### src/rtl/snax_mem_to_axi.sv
// Bridges a simple request/grant memory port onto an AXI4 master, one single-beat
// transaction in flight at a time; responses come back as a one-cycle pulse.
module snax_mem_to_axi #(
    parameter int unsigned AddrWidth = 48,
    parameter int unsigned DataWidth = 64,
    localparam int unsigned StrbWidth = DataWidth / 8
) (
    input  logic                 clk_i,
    input  logic                 rst_ni,

    input  logic                 mem_req_i,
    output logic                 mem_gnt_o,
    input  logic [AddrWidth-1:0] mem_addr_i,
    input  logic                 mem_we_i,
    input  logic [DataWidth-1:0] mem_wdata_i,
    input  logic [StrbWidth-1:0] mem_strb_i,
    output logic                 mem_rvalid_o,
    output logic [DataWidth-1:0] mem_rdata_o,
    output logic                 mem_err_o,

    output logic                 m_axi_awvalid,
    input  logic                 m_axi_awready,
    output logic [AddrWidth-1:0] m_axi_awaddr,

    output logic                 m_axi_wvalid,
    input  logic                 m_axi_wready,
    output logic [DataWidth-1:0] m_axi_wdata,
    output logic [StrbWidth-1:0] m_axi_wstrb,

    input  logic                 m_axi_bvalid,
    output logic                 m_axi_bready,
    input  logic [1:0]           m_axi_bresp,

    output logic                 m_axi_arvalid,
    input  logic                 m_axi_arready,
    output logic [AddrWidth-1:0] m_axi_araddr,

    input  logic                 m_axi_rvalid,
    output logic                 m_axi_rready,
    input  logic [DataWidth-1:0] m_axi_rdata,
    input  logic [1:0]           m_axi_rresp
);

    localparam logic [1:0] RespSlvErr = 2'b10;
    localparam logic [1:0] RespDecErr = 2'b11;

    typedef enum logic [2:0] {
        IDLE,
        WRITE,
        BWAIT,
        READ,
        RWAIT
    } state_e;

    state_e               state_q, state_d;
    logic [AddrWidth-1:0] addr_q, addr_d;
    logic [DataWidth-1:0] wdata_q, wdata_d;
    logic [StrbWidth-1:0] strb_q, strb_d;
    logic                 aw_done_q, aw_done_d;
    logic                 w_done_q, w_done_d;
    logic                 rsp_valid_q, rsp_valid_d;
    logic [DataWidth-1:0] rsp_data_q, rsp_data_d;
    logic                 rsp_err_q, rsp_err_d;

    // EXOKAY is a success; only SLVERR and DECERR are reported upstream.
    function automatic logic resp_is_err(input logic [1:0] resp);
        return (resp == RespSlvErr) || (resp == RespDecErr);
    endfunction

    always_comb begin
        // NOTE: every signal written here gets a default first, so no path can infer a latch.
        state_d       = state_q;
        addr_d        = addr_q;
        wdata_d       = wdata_q;
        strb_d        = strb_q;
        aw_done_d     = aw_done_q;
        w_done_d      = w_done_q;
        rsp_valid_d   = 1'b0;
        rsp_data_d    = rsp_data_q;
        rsp_err_d     = rsp_err_q;
        mem_gnt_o     = 1'b0;
        m_axi_awvalid = 1'b0;
        m_axi_wvalid  = 1'b0;
        m_axi_bready  = 1'b0;
        m_axi_arvalid = 1'b0;
        m_axi_rready  = 1'b0;

        unique case (state_q)
            IDLE: begin
                mem_gnt_o = mem_req_i & rst_ni;
                if (mem_gnt_o) begin
                    addr_d    = mem_addr_i;
                    wdata_d   = mem_wdata_i;
                    strb_d    = mem_strb_i;
                    aw_done_d = 1'b0;
                    w_done_d  = 1'b0;
                    state_d   = mem_we_i ? WRITE : READ;
                end
            end

            WRITE: begin
                // AW and W retire independently; either order or both at once is fine.
                m_axi_awvalid = ~aw_done_q;
                m_axi_wvalid  = ~w_done_q;
                aw_done_d     = aw_done_q | (m_axi_awvalid & m_axi_awready);
                w_done_d      = w_done_q  | (m_axi_wvalid  & m_axi_wready);
                if (aw_done_d && w_done_d) begin
                    aw_done_d = 1'b0;
                    w_done_d  = 1'b0;
                    state_d   = BWAIT;
                end
            end

            BWAIT: begin
                m_axi_bready = 1'b1;
                if (m_axi_bvalid) begin
                    rsp_valid_d = 1'b1;
                    rsp_data_d  = '0;
                    rsp_err_d   = resp_is_err(m_axi_bresp);
                    state_d     = IDLE;
                end
            end

            READ: begin
                m_axi_arvalid = 1'b1;
                if (m_axi_arready) begin
                    state_d = RWAIT;
                end
            end

            RWAIT: begin
                m_axi_rready = 1'b1;
                if (m_axi_rvalid) begin
                    rsp_valid_d = 1'b1;
                    rsp_data_d  = m_axi_rdata;
                    rsp_err_d   = resp_is_err(m_axi_rresp);
                    state_d     = IDLE;
                end
            end

            default: begin
                state_d = IDLE;
            end
        endcase
    end

    // NOTE: sequential state uses non-blocking assignments so every flop samples pre-edge values.
    always_ff @(posedge clk_i or negedge rst_ni) begin
        if (!rst_ni) begin
            state_q     <= IDLE;
            addr_q      <= '0;
            wdata_q     <= '0;
            strb_q      <= '0;
            aw_done_q   <= 1'b0;
            w_done_q    <= 1'b0;
            rsp_valid_q <= 1'b0;
            rsp_data_q  <= '0;
            rsp_err_q   <= 1'b0;
        end else begin
            state_q     <= state_d;
            addr_q      <= addr_d;
            wdata_q     <= wdata_d;
            strb_q      <= strb_d;
            aw_done_q   <= aw_done_d;
            w_done_q    <= w_done_d;
            rsp_valid_q <= rsp_valid_d;
            rsp_data_q  <= rsp_data_d;
            rsp_err_q   <= rsp_err_d;
        end
    end

    assign m_axi_awaddr = addr_q;
    assign m_axi_araddr = addr_q;
    assign m_axi_wdata  = wdata_q;
    assign m_axi_wstrb  = strb_q;

    assign mem_rvalid_o = rsp_valid_q;
    assign mem_rdata_o  = rsp_data_q;
    assign mem_err_o    = rsp_err_q;

endmodule

### config.mk
export PLATFORM = sky130hd
export DESIGN_NAME = snax_mem_to_axi
export DESIGN_NICKNAME = d
export VERILOG_FILES = /design/src/rtl/snax_mem_to_axi.sv
export SDC_FILE = /design/constraint.sdc
export NUM_CORES = 1
export LEC_CHECK = 0
export BUFFER_PORTS_ARGS = -buffer_cell sky130_fd_sc_hd__buf_2
export CAP_MARGIN = 20
export CORE_AREA = 2 2 169 171
export DETAILED_ROUTE_END_ITERATION = 10
export DIE_AREA = 0 0 171 173
export SETUP_SLACK_MARGIN = 0.4
export SLEW_MARGIN = 20
export SYNTH_ARGS = -nofsm -noshare
export SYNTH_HDL_FRONTEND = slang
export SYNTH_SLANG_ARGS = --single-unit
export TNS_END_PERCENT = 100
### constraint.sdc
create_clock -name clk_i -period 2 [get_ports clk_i]
set_input_delay 0.3 -clock clk_i [delete_from_list [all_inputs] [get_ports clk_i]]
set_output_delay 0.3 -clock clk_i [all_outputs]
set_load 0.05 [all_outputs]
* Word level (Yosys, flattened, before mapping)
Cells that the tools add are included. Widths: inputs -> output; s select.
Word-level totals: flip-flop bits (word level) 191, bits of input ports 197, output and inout bits 240, logic and storage cells 66
Cells by class: equal/unequal tests 13, mux-type cells 27, bitwise logic cells 7, reduce and logical (&&, ||, !) cells 10
Operator list (number):
- $mux 64 | 2
- $pmux 64 s2 | 1
- $mux 3 | 5
- $pmux 3 s5 | 1
- $mux 1 | 13
- $ne 2x2->1 const B | 5
- $eq 2x2->1 const B | 4
- $pmux 1 s2 | 4
- $eq 3x2->1 const B | 2
- $reduce_and 5->1 | 1
- $reduce_and 2->1 | 2
- $reduce_bool 2->1 | 2
- $and 1x1->1 | 3
- $eq 3x1->1 const B | 1
- $eq 3x3->1 const B | 1
- $logic_not 3->1 | 1
- $reduce_and 3->1 | 1
- $logic_or 1x1->1 | 2
- $mux 2 | 1
- $not 1->1 | 2
- $or 1x1->1 | 2
- $logic_and 1x1->1 | 1

* Longest topological paths before layout
word-level depth 6, gate-level depth with buffers 6, mapped depth without buffers 5

* Worst setup path before layout
Ideal clock, no wire load.
kind register to output, start point reg state_q[2], end point out m_axi_awvalid, arrival time 1.570 ns, required time 1.700 ns, setup slack 0.130 ns, stages on the path, launching flop included 4, buffers on the path 1, cells stage by stage dfrtp_1 > buf_6 > or3b_4 > nor2_1
On the way: word-level cells in the longest chain between the ends 2
Ends and longest elaborated chain:
- start, declared | line 55 | state_e state_q, state_d;
- start signal, assigned | line 160 | state_q <= state_d;
- $eq 3x1->1 | line 88 | unique case (state_q)
- $mux 1 | line 88
- end, declared | line 21 | output logic m_axi_awvalid,
Every way passes these cells.

* Worst setup path in the final report
start point reg state_q[0], end point reg addr_q[33] (netlist: m_axi_araddr[33])
On the way: word-level cells in the longest chain between the ends 2
Ends and longest elaborated chain:
- $logic_not 3->1 | line 88
- $reduce_and 2->1 (no source line)
- end signal, assigned | line 161 | addr_q <= addr_d;
- end, declared | line 56 | logic [AddrWidth-1:0] addr_q, addr_d;
Every way passes these cells. A chain may end at the register's enable or synchronous reset.

==> impl_metrics.toml <==
[outcome]
status = "completed"

[sta]
fin_crit_sh_pct = 93.9
max_slew_margin_pct = 46.2
grt_setup_unrepaired = "yes"
fin_setup_tns_ns = 0
setup_viol = 0
drv_slew = 0
max_freq_mhz = 532
period_minus_slack_ns = 1.88
tightest_slew_ns = 0.807
fin_worst_skew_ns = 0.00768
hold_viol = 0

[hold_path]
min_path_type = "in2reg"
hold_path_end = "m_axi_wdata[40]"
hp-start = "mem_wdata_i[40]"
hold_path_depth = 2

[worst_setup_path]
rrSetupSlack_ns = 0.12
r2r_start = "state_q[0]"
path_class = "reg2reg"
crit_path_max_incr_delay_ns = 0.45
worstPathRequired_ns = 2.30
endpoint_kind = "flop"
cp_max_fo = 5
critPathArrivalTime_ns = 2.17
slowest_stage = "dfrtp_2"
r2r_end = "m_axi_araddr[33]"
r2r_cells = 7
crit_chain = "nor4_4, buf_12, buf_8, buf_16, buf_12, buf_16, mux2_1"
cp-start-kind = "flop"

[final_layout]
area_delta_synth_final_pct = 58.8
drive_above_1_share_pct = 68.9
layout.nets = 1143

[logic_synthesis]
synthFlopType = "dfrtp_1"
synthTopCellsByCount = "dfrtp_1, mux2_1, a22o_1"
synth-seq-cells = 191
async_reset_ff_share_pct = 100
synth_top_cell_area_share_pct = 63.5
synth_edf_count = 0
yosysMostFrequentCell = "dfrtp_1"
synth_area_um2 = 7530
synth_area_per_cell_um2 = 15.3
synth_nets = 689
yosysUniqueCellTypes = 30
yosysSeqAreaShare_pct = 63.5
yosys-top-cells-area = "dfrtp_1, mux2_1, a22o_1"
yosys_warnings = 0
synthCells = 492
yosysTopAreaCell = "dfrtp_1"

[clock_tree]
cts_buffer_depth = 2
clock_latency_ns = 0.42
cts_tree = "yes"
root_buffer = "clkbuf_16"
htreeDepth = 4
clk_pin_slew_worst_paths_ns = 0.08
cts_made_buffers = 17
cts_sinks = 191

[routing]
drt-pass1-iter-count = 4
ant_nets = 0
vias = 5731
wl_mm = 23.2
wire_per_inst_um = 17.3
remaining_drc_errors = 0
vias_per_cell = 4.29
drt_iter0_drc = 200

[floorplanning]
dieArea_um2 = 29600
initial_utilization_pct = 27.2
boundaryPins = 437
rows = 61
core_um2 = 27600
die_x_um = 171
fp.dieH_um = 173

[placement]
io_buffers = 434
hpwl_mm = 14.9
gp_congestion = 0.773

[grt]
grt_pass1_vias = 5955
grt_usage_pct = 15.1
grt_pass1_wl_mm = 34.4
antenna_found_initial = 1
grt_max_degree = 101
grt_remaining_overflow = 0

[flow_run]
maxCapViolations = 0
-- cell type report --
class	instances	area (um^2)
fill	2587	15700
sequential	191	4780
timing repair buffer	513	3550
multi-input combinational	219	2570
tap	378	473
clock buffer	17	425
clock inverter	14	128
inverter	4	18.8
antenna	1	2.50
-- placed cells by master, fill, tap and decap left out, types with 2 or more instances in the layout --
| cell | count |
|---|---|
| mux2_2 | 5 |
| inv_6 | 2 |
| clkinvlp_4 | 3 |
| o21ai_0 | 3 |
| dfrtp_2 | 3 |
| nor2b_4 | 2 |
| clkinv_2 | 2 |
| mux2_4 | 94 |
| buf_6 | 27 |
| nor2_4 | 3 |
| clkbuf_16 | 19 |
| buf_8 | 10 |
| buf_2 | 427 |
| mux2_1 | 23 |
| inv_1 | 2 |
| nand3b_1 | 2 |
| clkinv_4 | 4 |
| buf_4 | 11 |
| nand2_1 | 3 |
| dfrtp_1 | 188 |
| buf_12 | 18 |
| a22o_1 | 64 |
| buf_16 | 16 |
| a21oi_1 | 2 |
| inv_8 | 3 |
-- worst max-delay path by stage --
stage,from,endpoint,slack (ns)
3_5_place_dp,mem_req_i,m_axi_wdata[13],0.20
4_1_cts,state_q[2],m_axi_awvalid,0.1
2_1_floorplan,state_q[2],m_axi_awvalid,0.33
3_3_place_gp,mem_req_i,m_axi_wdata[28],0.21
5_1_grt,state_q[0],mem_gnt_o,0.06
6_report,state_q[0],m_axi_araddr[33],0.12
-- cells by family after synthesis --
kind of cell,count (synthesis),synth area share [%]
DFF,191,63.5
muxes,122,18.2
AOI/OAI and AO/OA,77,8.63
buffers and inverters,82,7.84
and+or+nand+nor,20,1.79
-- metal layers --
metal,global-route usage [%],up-vias,share of wire [%],routed length [um]
met2,26.2,253,51,11700
met1,18.1,2820,41,9450
met4,5.08,0,1.9,431
met5,0,-,0,0
met3,3.91,27,6.9,1600
li1,-,2631,-,-
-- worst max-delay path, delay by kind of cell (launching register included) --
family | cells | cell delay, ns
flip-flops | 1 | 0.45
buffers and inverters | 5 | 0.63
multiplexers | 1 | 0.31
AND/OR/NAND/NOR | 1 | 0.35
-- state kept, by name, indices dropped and copies added (netlist names) --
name,count
state_q,3
m_axi_wdata,64
m_axi_wstrb,8
mem_err_o,1
mem_rvalid_o,1
mem_rdata_o,64
aw_done_q,1
w_done_q,1
m_axi_araddr,48
-- metrics by stage --
stage / utilization, % / instances / hold WS, ns / cell area (um^2) / setup slack, ns
CTS: 42.2 / 1326 / 0.0611 / 11700 / 0.0985
global placement: 35.8 / 1246 / 0.376 / 9880 / 0.214
global route: 43.3 / 1337 / 0.0539 / 12000 / 0.0605
detailed placement: 35.8 / 1246 / 0.383 / 9880 / 0.200
floorplan: - / 492 / 0.00441 / 7580 / 0.332
finish: 43.3 / 1337 / 0.0888 / 12000 / 0.122
-- what timing repair did --
item | 4_1_cts | 5_1_grt
hold buffers | 2 | 0
resized for setup | 143 | 43
cloned | 15 | 2
endpoints found under the hold margin | 29 | 0
buffers inserted | 32 | 8
pin swaps | 3 | 65
endpoints found under the setup margin | 172 | 194
Power is left out: the tool's default activity adds up to more than one toggle a clock period on the data nets, which glitch-free logic cannot reach.
